### src/rtl/mult_accumulator.sv
// Accumulates a stream of unsigned multiplier products into groups and emits one
// saturating sum plus beat count per group through a single-entry result register.
module mult_accumulator #(
    parameter int SIZE      = 32,
    parameter int ACC_GUARD = 8,
    parameter int CNT_W     = 16,
    parameter int ACC_W     = 2*SIZE + ACC_GUARD
) (
    input  logic              clk,
    input  logic              rst_n,
    input  logic              in_valid,
    output logic              in_ready,
    input  logic [2*SIZE-1:0] in_prod,
    input  logic              in_clear,
    input  logic              in_last,
    output logic              out_valid,
    input  logic              out_ready,
    output logic [ACC_W-1:0]  out_acc,
    output logic [CNT_W-1:0]  out_count,
    output logic              out_ovf
);

    // state  | meaning
    // IDLE   | no group open; next accepted beat starts from zero
    // ACCUM  | group open; acc/cnt/ovf hold its running values
    typedef enum logic {S_IDLE, S_ACCUM} state_t;

    localparam logic [ACC_W-1:0] ACC_MAX = '1;
    localparam logic [CNT_W-1:0] CNT_MAX = '1;

    state_t             r_state, w_state_next;
    logic [ACC_W-1:0]   r_acc, w_acc_next;
    logic [CNT_W-1:0]   r_cnt, w_cnt_next;
    logic               r_ovf, w_ovf_next;
    logic               r_out_valid;
    logic [ACC_W-1:0]   r_out_acc;
    logic [CNT_W-1:0]   r_out_count;
    logic               r_out_ovf;

    logic               w_in_ready;
    logic               w_accept;
    logic               w_fresh;
    logic [ACC_W-1:0]   w_base;
    logic [ACC_W:0]     w_sum;
    logic               w_grp_ovf;
    logic [ACC_W-1:0]   w_grp_acc;
    logic [CNT_W-1:0]   w_grp_cnt;

    assign w_in_ready = rst_n && (!r_out_valid || out_ready);
    assign w_accept   = in_valid && w_in_ready;
    assign w_fresh    = (r_state == S_IDLE) || in_clear;
    assign w_base     = w_fresh ? '0 : r_acc;
    assign w_sum      = {1'b0, w_base} + {{(ACC_GUARD+1){1'b0}}, in_prod};
    // Sticky flag forces the saturated value even when a later beat adds zero.
    assign w_grp_ovf  = (!w_fresh && r_ovf) || w_sum[ACC_W];
    assign w_grp_acc  = w_grp_ovf ? ACC_MAX : w_sum[ACC_W-1:0];
    assign w_grp_cnt  = w_fresh ? CNT_W'(1) :
                        ((r_cnt == CNT_MAX) ? r_cnt : r_cnt + CNT_W'(1));

    always_comb begin
        w_state_next = r_state;
        w_acc_next   = r_acc;
        w_cnt_next   = r_cnt;
        w_ovf_next   = r_ovf;
        if (w_accept) begin
            if (in_last) begin
                w_state_next = S_IDLE;
                w_acc_next   = '0;
                w_cnt_next   = '0;
                w_ovf_next   = 1'b0;
            end else begin
                w_state_next = S_ACCUM;
                w_acc_next   = w_grp_acc;
                w_cnt_next   = w_grp_cnt;
                w_ovf_next   = w_grp_ovf;
            end
        end
    end

    always_ff @(posedge clk) begin
        if (!rst_n) begin
            r_state <= S_IDLE;
            r_acc   <= '0;
            r_cnt   <= '0;
            r_ovf   <= 1'b0;
        end else begin
            r_state <= w_state_next;
            r_acc   <= w_acc_next;
            r_cnt   <= w_cnt_next;
            r_ovf   <= w_ovf_next;
        end
    end

    // A load can only happen when the register is empty or draining this cycle.
    always_ff @(posedge clk) begin
        if (!rst_n) begin
            r_out_valid <= 1'b0;
            r_out_acc   <= '0;
            r_out_count <= '0;
            r_out_ovf   <= 1'b0;
        end else if (w_accept && in_last) begin
            r_out_valid <= 1'b1;
            r_out_acc   <= w_grp_acc;
            r_out_count <= w_grp_cnt;
            r_out_ovf   <= w_grp_ovf;
        end else if (r_out_valid && out_ready) begin
            r_out_valid <= 1'b0;
        end
    end

    assign in_ready  = w_in_ready;
    assign out_valid = r_out_valid;
    assign out_acc   = r_out_acc;
    assign out_count = r_out_count;
    assign out_ovf   = r_out_ovf;

endmodule
### config.mk
export PLATFORM = sky130hd
export DESIGN_NAME = mult_accumulator
export DESIGN_NICKNAME = d
export VERILOG_FILES = /design/src/rtl/mult_accumulator.sv
export SDC_FILE = /design/constraint.sdc
export NUM_CORES = 1
export LEC_CHECK = 0
export ABC_CLOCK_PERIOD_IN_PS = 4210
export CORE_ASPECT_RATIO = 2
export CORE_MARGIN = 1.5
export CORE_UTILIZATION = 50
export CTS_CLUSTER_DIAMETER = 200
export DETAILED_ROUTE_END_ITERATION = 12
export PLACE_DENSITY = 0.8
export SLEW_MARGIN = 20
export SYNTH_ARGS = -nofsm -noshare
export SYNTH_HDL_FRONTEND = slang
export SYNTH_SLANG_ARGS = --single-unit
### constraint.sdc
create_clock -name clk -period 4.21 [get_ports clk]
set_clock_uncertainty 0.1 [all_clocks]
set_input_delay 0.842 -clock clk [delete_from_list [all_inputs] [get_ports clk]]
set_output_delay 0.842 -clock clk [all_outputs]
set_load 0.01 [all_outputs]
# Yosys cells after proc, flatten, opt, wreduce, memory -nomap -nowiden
# Cells that the tools add are included.
# totals
regBits,180
wordCells,33
inputBits,70
output_inout_bits,91
# classes
reduce_logical,11
n_addsub,2
n_eq_ne,1
n_mux,10
n_bitwise,1
# ops
operator,count
$mux 72,3
$add 72x64->73,1
$mux 16,3
$add 16x1->16 const B,1
$eq 16x16->1 const B,1
$logic_and 1x1->1,5
$mux 1,4
$logic_or 1x1->1,3
$logic_not 1->1,2
$reduce_bool 2->1,1
$not 1->1,1

# Longest topological paths before layout
# Gate-level depths: netlist (run 1).
# depth
word_depth,7
ltp_mapped,18
ltp_nobuf,14

# Least setup slack after synthesis (run 1)
# No wires, ideal clock.
# synth_path
path_kind,input-to-reg
startpoint,in in_clear
endpoint,reg r_acc[58]
n_path_buf,4
slack_ns,-0.238
arrival_ns,4.226
cell_stages,17
setup_ns,0.122
t_required_ns,3.988
cell_sequence,nor2b_1 -> clkbuf_1 -> clkbuf_1 -> clkbuf_1 -> and2_1 -> ha_1 -> buf_2 -> o21ai_1 -> a211o_1 -> a2111oi_2 -> o311a_1 -> a211oi_2 -> o41a_1 -> o21ai_2 -> a31oi_1 -> xnor2_1 -> a221o_1
# synth_via
elab_chain_len,6
elab_cells_between_ends,8
cone_classes,add/sub (1); mux (3); reduce/logical (4)
# synth_rtl
element,line_no,source
from (decl),14,"input logic in_clear,"
$logic_or 1x1->1 (*),51,assign w_fresh = (r_state == S_IDLE) || in_clear;
$mux 72 or $logic_not 1->1 (tied branches),"52, 55",
$add 72x64->73 or $logic_and 1x1->1 (tied branches),"53, 55",
$logic_or 1x1->1,55,assign w_grp_ovf = (!w_fresh && r_ovf) || w_sum[ACC_W];
$mux 72 (*),56,assign w_grp_acc = w_grp_ovf ? ACC_MAX : w_sum[ACC_W-1:0];
$mux 72 (*),66,if (in_last) begin
to (signal assigned),88,r_acc <= w_acc_next;
to (decl),32,"logic [ACC_W-1:0] r_acc, w_acc_next;"
# Every way passes the cells marked *; elsewhere a longest branch is shown, timed or not.
# A chain may end at the register's enable or synchronous reset.

# Worst setup path in the final report (run 1)
# layout_path
startpoint,in in_clear
endpoint,reg r_acc[40]
# The elaborated chain is that of the path after synthesis.

==> results of run 1 <==
kinds of logic (layout without fill, tap and decap cells):
| logic type | Yosys count | in the layout |
|---|---|---|
| buffers and inverters | 119 | 480 |
| XOR/XNOR | 73 | 73 |
| AO/OA/AOI/OAI | 484 | 484 |
| adder cells (fa/ha/maj) | 66 | 66 |
| AND/OR/NAND/NOR | 497 | 497 |
| multiplexers | 3 | 3 |
| flip-flops | 180 | 180 |
state kept, by name (all words and copies together), names as in the netlist:
| name | cells |
|---|---|
| r_acc | 72 |
| out_valid | 1 |
| out_acc | 72 |
| out_ovf | 1 |
| out_count | 16 |
| r_state | 1 |
| r_ovf | 1 |
| r_cnt | 16 |
worst reg2reg max path: cells and delay by family (launching register included):
kind,cells,cell delay (ns)
xor gates and xnor gates,1,0.16
adders and majority gates,1,0.38
buffers and inverters,3,0.58
AOI/OAI and AO/OA,4,1.37
DFF,1,0.34
and+or+nand+nor,6,0.86
power breakdown:
group	leakage, µW	internal (µW)	switching, µW
combinational	0.00508	333	372
sequential	0.00147	1770	39.4
clock	0.000326	1090	740
cell type report:
class / instances / area [µm²]
multi-input cells: 1123 / 7160
fillers: 1798 / 6410
repair buffers: 431 / 3710
flip-flops and latches: 180 / 3600
clock buffers: 19 / 453
well taps: 276 / 345
clock inverters: 13 / 218
inverters: 17 / 63.8
worst paths after layout:
kind	to	slack, ns	cells past startpoint
hold reg to reg	r_acc[44]	0.35	2
setup / recovery	r_acc[40]	0.07	16
setup reg to reg	r_acc[40]	0.32	15
hold / removal	r_acc[44]	0.35	2
Yosys cell counts (all sizes together) (19+ instances only):
cell type / count
nand3: 51
buf: 27
o21ai: 132
nor3: 22
and2: 78
clkbuf: 75
nor2: 120
a21oi: 134
a21o: 57
dfxtp: 180
nand4: 27
a211oi: 19
nand2: 147
xnor2: 35
ha: 65
xor2: 38
metal layers:
layer  vias to the layer above  share of wire (%)  track usage (%)  routed length, µm
met5                         -                  0                0                  0
met4                         0                9.6             32.8               4030
met3                       248                6.2             9.64               2590
met2                       555                 52             64.5              21600
met1                      5887                 32             33.3              13500
li1                       5809                  -                -                  -
through the flow:
stage,instance area [µm²],power [µW],utilization (%)
2_1_floorplan,11100,2150,-
3_3_place_gp,14800,2520,67.4
3_5_place_dp,14800,2530,67.4
4_1_cts,15500,4340,70.5
5_1_grt,15600,4490,70.8
6_report,15600,4350,70.8
repair_timing:
| item | 4_1_cts | 5_1_grt |
|---|---|---|
| pin swaps | 2 | 0 |
| setup endpoints to repair | 57 | 83 |
| gates resized for setup | 6 | 17 |
==> metrics.md, run 1 <==
| Metric | Value |
|---|---|
| Placer Congestion | `about 1.1` |
| Crit path from | `in_clear` |
| Post-Synth Adder-Cell Area | `around 7.5%` |
| Top delay family on crit path | `compound AO/OA/AOI/OAI gates` |
| Setup-failing EPs final | `0` |
| Root Buffer | `clkbuf_16` |
| Drt wl/cell | `between 20 and 25 µm` |
| Rows | `a little under 80` |
| Final hold vios | `0` |
| Post-CTS setup buffers | `0` |
| Pin count of the biggest net entering global routing | `a little under 80` |
| CTS tree | `yes` |
| First-pass GRT wire length | `about 65,000 µm` |
| Synth warn | `0` |
| Post-Synthesis Cells | `around 1,400` |
| WHS | `~0.35 ns` |
| CTS max path bufs | `2` |
| Worst Tran Pin Value | `about 0.75 ns` |
| Full die area | `between 20,000 and 25,000 µm²` |
| Worst-path cell chain | `dlygate4sd2_1 -> nor2b_4 -> buf_4 -> and2_1 -> ha_1 -> nand2_1 -> o21ai_0 -> nor3b_2 -> and2_1 -> buf_4 -> a211oi_1 -> buf_4 -> a41o_1 -> xor2_1 -> nor2_1 -> o21ai_0` |
| Status | `completed` |
| Nets | `between 1,500 and 2,000` |
| Post-Synth Simple-Gate Area | `21.5%` |
| Die Span Y | `214 µm` |
| Critical path arrival | `4.42 ns` |
| Via count | `12,500` |
| Largest family of logic cells by synthesized area | `compound AO/OA/AOI/OAI gates` |
| Global route total overflow | `0` |
| Clk_lat worst skew | `0.47 ns` |
| Synth top area cells | `dfxtp_1 (32%), ha_1 (7.3%), a21oi_1 (6.0%)` |
| Max incr delay on CP | `0.58 ns` |
| Commonest non-fill, non-tap cells in the layout | `buf_4 (264), dfxtp_1 (180), clkdlybuf4s50_1 (159)` |
| Crit-path max FO | `17` |
| Most frequent CP cell | `buf_4` |
| Hold path start | `r_acc[44]` |
| Synthesized flop and latch total | `180` |
| Initial DRC count | `782` |
| Crit. End Element | `flip-flop` |
| Synthesized area | `between 10,000 and 15,000 µm²` |
| Synth Net Count | `1,558` |
| Tmin final | `between 4 and 5 ns` |
| XOR/XNOR share of the synthesized area | `5.74%` |
| Max IR drop VDD | `0.000375 V` |
| Placed Instances | `between 2,000 and 2,500` |
| WP buf/inv | `4` |
| TNS Setup | `0 ns` |
| Detailed Place HPWL | `approximately 32,000 µm` |
| Setup WS post-layout | `roughly 0.072 ns` |
| Clock Sink Count | `180` |
| Synth unique cells | `75` |
| DRC violations left | `0` |
| Worst setup path class | `in -> reg` |
| Worst hold path type | `reg -> reg` |
| Dpl ws | `-0.583 ns` |
| Initial core utilization | `between 50% and 60%` |
| Average cell area after synthesis | `~7.8 µm²` |
| Most common cell after layout, fill and taps aside | `buf_4` |
| Yosys top cell area share | `32.3%` |
| Clk slew on worst S/H paths | `roughly 0.060 ns` |
| Vias per inst | `6.07` |
| Fmax | `~0.24 GHz` |
| Finished Layout Cells | `2,059` |
| Pleak | `0.00687 µW` |
| Critical R2R Launch | `r_state` |
| CP required | `~4.5 ns` |
| Vias in the first global route | `~13,000` |
| WL final | `about 42,000 µm` |
| Leading area contributor after synthesis | `dfxtp_1` |
| Area Growth Syn to Fin | `39.6%` |
| Mux cell area share after synthesis | `less than 1%` |
| Compound-cell area share of the yosys netlist | `~28%` |
| # IOs | `roughly 160` |
| Post-synth EDFFs | `0` |
| Worst slew margin | `49.8%` |
| Drt first pass iters | `5` |
| Antenna viol nets, final | `0` |
| Period utilization | `around 98%` |
| Async SR Flop Fraction | `0%` |
| Core Footprint | `approximately 22,000 µm²` |
| Layout cell share with drive strength beyond 1 | `19.6%` |
| Total GRT Usage | `roughly 37%` |
| Count of input and output buffers | `160` |
| CP max stage cell | `a211oi_1` |
| Max-cap violations | `0` |
| Hold_buf cts | `0` |
| Power Dens Cells | `280 nW/µm²` |
| Sequential-to-total area share from yosys stat | `32.3%` |
| CTS Buf Count | `17` |
| Initial antenna violation count | `0` |
| Slew Limit Fails | `0` |
| CTS HTree Levels | `4` |
| Horiz. Die Dim | `~110 µm` |
| ANT cells | `0` |
| Ys flop type | `dfxtp_1` |
| Startpoint types | `primary input` |
Note: power is estimated with default switching activity, not from simulation.
==> run 2: changes to the inputs <==
CAP_MARGIN = 20   (was not set)
GPL_ROUTABILITY_DRIVEN = 0   (was not set)
SKIP_CTS_REPAIR_TIMING = 1   (was not set)
==> run 2 against run 1 <==
Effect of this change:
- flip-flop and latch count did not move
- first-iteration DRC count rose by 8.2%
- clock-buffer cell count fell by 1
- register-to-register slack got worse by 0.13 ns
- global-route usage fell by 0.059 points
- final cell count fell by 0.19%
- combinational power rose by 2%
- critical path depth rose by 1
- clock power fell by 6%
==> metrics.md, run 2 (synthesis results as in run 1) <==
| Metric | Value |
|---|---|
| Antenna viol nets, final | `0 (unchanged)` |
| Max-cap violations | `0 (unchanged)` |
| Drt first pass iters | `7 (+2)` |
| Final hold vios | `0 (unchanged)` |
| CP max stage cell | `a2111oi_4` |
| Nets | `1,902 (-0.21%)` |
| CTS HTree Levels | `4 (unchanged)` |
| DRC violations left | `0 (unchanged)` |
| Critical R2R Launch | `r_state` |
| Count of input and output buffers | `160 (unchanged)` |
| Fmax | `0.246 GHz (+1.8%)` |
| Hold Path End | `out_acc[64]` |
| Global route total overflow | `0 (unchanged)` |
| Root Buffer | `clkbuf_16` |
| Core Footprint | `22,000 µm² (unchanged)` |
| ANT cells | `0 (unchanged)` |
| WL final | `42,900 µm (+2.8%)` |
| Area Growth Syn to Fin | `39.4%` |
| R2R cell count | `16 (+1)` |
| Pleak | `0.00683 µW (-0.52%)` |
| Total GRT Usage | `36.7% (-0.059 points)` |
| Dpl ws | `-0.567 ns (+0.0161 ns)` |
| Initial DRC count | `846 (+8.2%)` |
| Layout cell share with drive strength beyond 1 | `19.7% (+0.10 points)` |
| Critical path arrival | `4.31 ns (-0.11 ns)` |
| Setup-failing EPs final | `0 (unchanged)` |
| Commonest non-fill, non-tap cells in the layout | `buf_4 (258), dfxtp_1 (180), clkdlybuf4s50_1 (157)` |
| Clk slew on worst S/H paths | `0.08 ns (+0.02 ns)` |
| First-pass GRT wire length | `65,700 µm (+0.85%)` |
| Fillers | `1,663 (-7.5%)` |
| Slew Limit Fails | `0 (unchanged)` |
| Tmin final | `4.07 ns (-0.0724 ns)` |
| CTS max path bufs | `2 (unchanged)` |
| Max IR drop VDD | `0.000245 V (-35%)` |
| Storage element area | `3600 µm² (unchanged)` |
| Status | `completed` |
| Power Dens Cells | `274 nW/µm² (-2.1%)` |
| CTS tree | `yes` |
| Vias in the first global route | `13,100 (+1.8%)` |
| CTS Buf Count | `17 (unchanged)` |
| Final core occ | `70.7% (-0.11 points)` |
| Worst slew margin | `46.0% (-3.8 points)` |
| Via count | `12,900 (+2.9%)` |
| Hold path start | `out_acc[64]` |
| Full die area | `23,200 µm² (unchanged)` |
| Initial antenna violation count | `0 (unchanged)` |
| Horiz. Die Dim | `109 µm (unchanged)` |
| Worst-path cell chain | `clkbuf_2 -> nor2b_4 -> buf_8 -> buf_4 -> and2_1 -> ha_1 -> nand4_1 -> or2_1 -> nor3_2 -> buf_4 -> nand4_1 -> a2111oi_4 -> o21bai_2 -> o21ai_4 -> nand3_4 -> a21o_1 -> a211o_1` |
| Max incr delay on CP | `0.53 ns (-0.05 ns)` |
| Initial core utilization | `50.7% (unchanged)` |
| Drt wl/cell | `20.9 µm (+3.0%)` |
| Clk_lat worst skew | `0.46 ns (about the same)` |
| Crit-path max FO | `8 (-9)` |
| Most common cell after layout, fill and taps aside | `buf_4` |
| Rows | `77 (unchanged)` |
| Worst Tran Pin Value | `0.802 ns (+0.0508 ns)` |
| Area occupied by multi-input gates | `7210 µm² (+0.72%)` |
| Period utilization | `96.6% (-1.7 points)` |
| Worst hold path type | `reg -> reg` |
| Hold depth | `2 (unchanged)` |
| Pin count of the biggest net entering global routing | `73 (-5.2%)` |
| Startpoint types | `primary input` |
| Reg-to-reg setup timing slack | `0.19 ns (-0.13 ns)` |
| Detailed Place HPWL | `30,400 µm (-3.8%)` |
| Setup WS post-layout | `0.144 ns (+0.0724 ns)` |
| TNS Setup | `0 ns (unchanged)` |
| CP required | `4.46 ns (-0.03 ns)` |
| # IOs | `161 (unchanged)` |
| Clock Sink Count | `180 (unchanged)` |
| Crit. End Element | `flip-flop` |
| R2r endpoint | `r_acc[68]` |
| Die Span Y | `214 µm (unchanged)` |
| Worst setup path class | `in -> reg` |
| WHS | `0.351 ns (+0.00450 ns)` |
| Vias per inst | `6.26 (+3.1%)` |
-- run 2: worst max path at each step --
stage,from,endpoint,slack [ns],depth (start not counted)
2_1_floorplan,in_clear,r_acc[58],0.006,17
3_3_place_gp,in_clear,r_acc[65],-0.46,16
3_5_place_dp,in_clear,r_acc[58],-0.57,16
4_1_cts,in_clear,r_acc[58],-0.16,16
5_1_grt,in_clear,r_acc[68],-0.05,17
6_report,in_clear,r_acc[68],0.14,17
-- run 2: cell type report --
cell class | instances | area share [%]
Inverter | 17 | 0.411
Tap cell | 276 | 2.22
Clock inverter | 14 | 1.17
Sequential cell | 180 | 23.2
Multi-Input combinational cell | 1123 | 46.4
Clock buffer | 18 | 2.83
Timing Repair Buffer | 427 | 23.7
-- run 2: power breakdown --
group	total (µW)	leakage, µW	internal, µW	switching [µW]
sequential	1810	0.00147	1770	40.5
combinational	718	0.00507	336	382
clock	1720	0.000303	923	796
total	4250	0.00683	3030	1220
-- run 2: layer usage --
| layer | GRT usage [%] | vias up | wire, µm |
|---|---|---|---|
| li1 | - | 5811 | - |
| met2 | 62.1 | 788 | 21200 |
| met5 | 0 | - | 0 |
| met1 | 34.9 | 5920 | 13600 |
| met3 | 10.3 | 346 | 3620 |
| met4 | 32.9 | 0 | 4540 |
-- run 2: per-stage QoR --
step                      cell area, µm²  cells  power, µW
final                              15500   2055       4250
after global routing               15500   2055       4380
after CTS                          15300   2047       4210
after detailed placement           14700   2015       2520
after global placement             14700   2015       2510
after floorplan                    11100   1422       2150
-- run 2: critical path: cells and delay by family --
family	cells	cell delay, ns
AOI/OAI and AO/OA	5	1.41
adders and majority gates	1	0.30
and+or+nand+nor	7	1.17
buffers and inverters	4	0.59
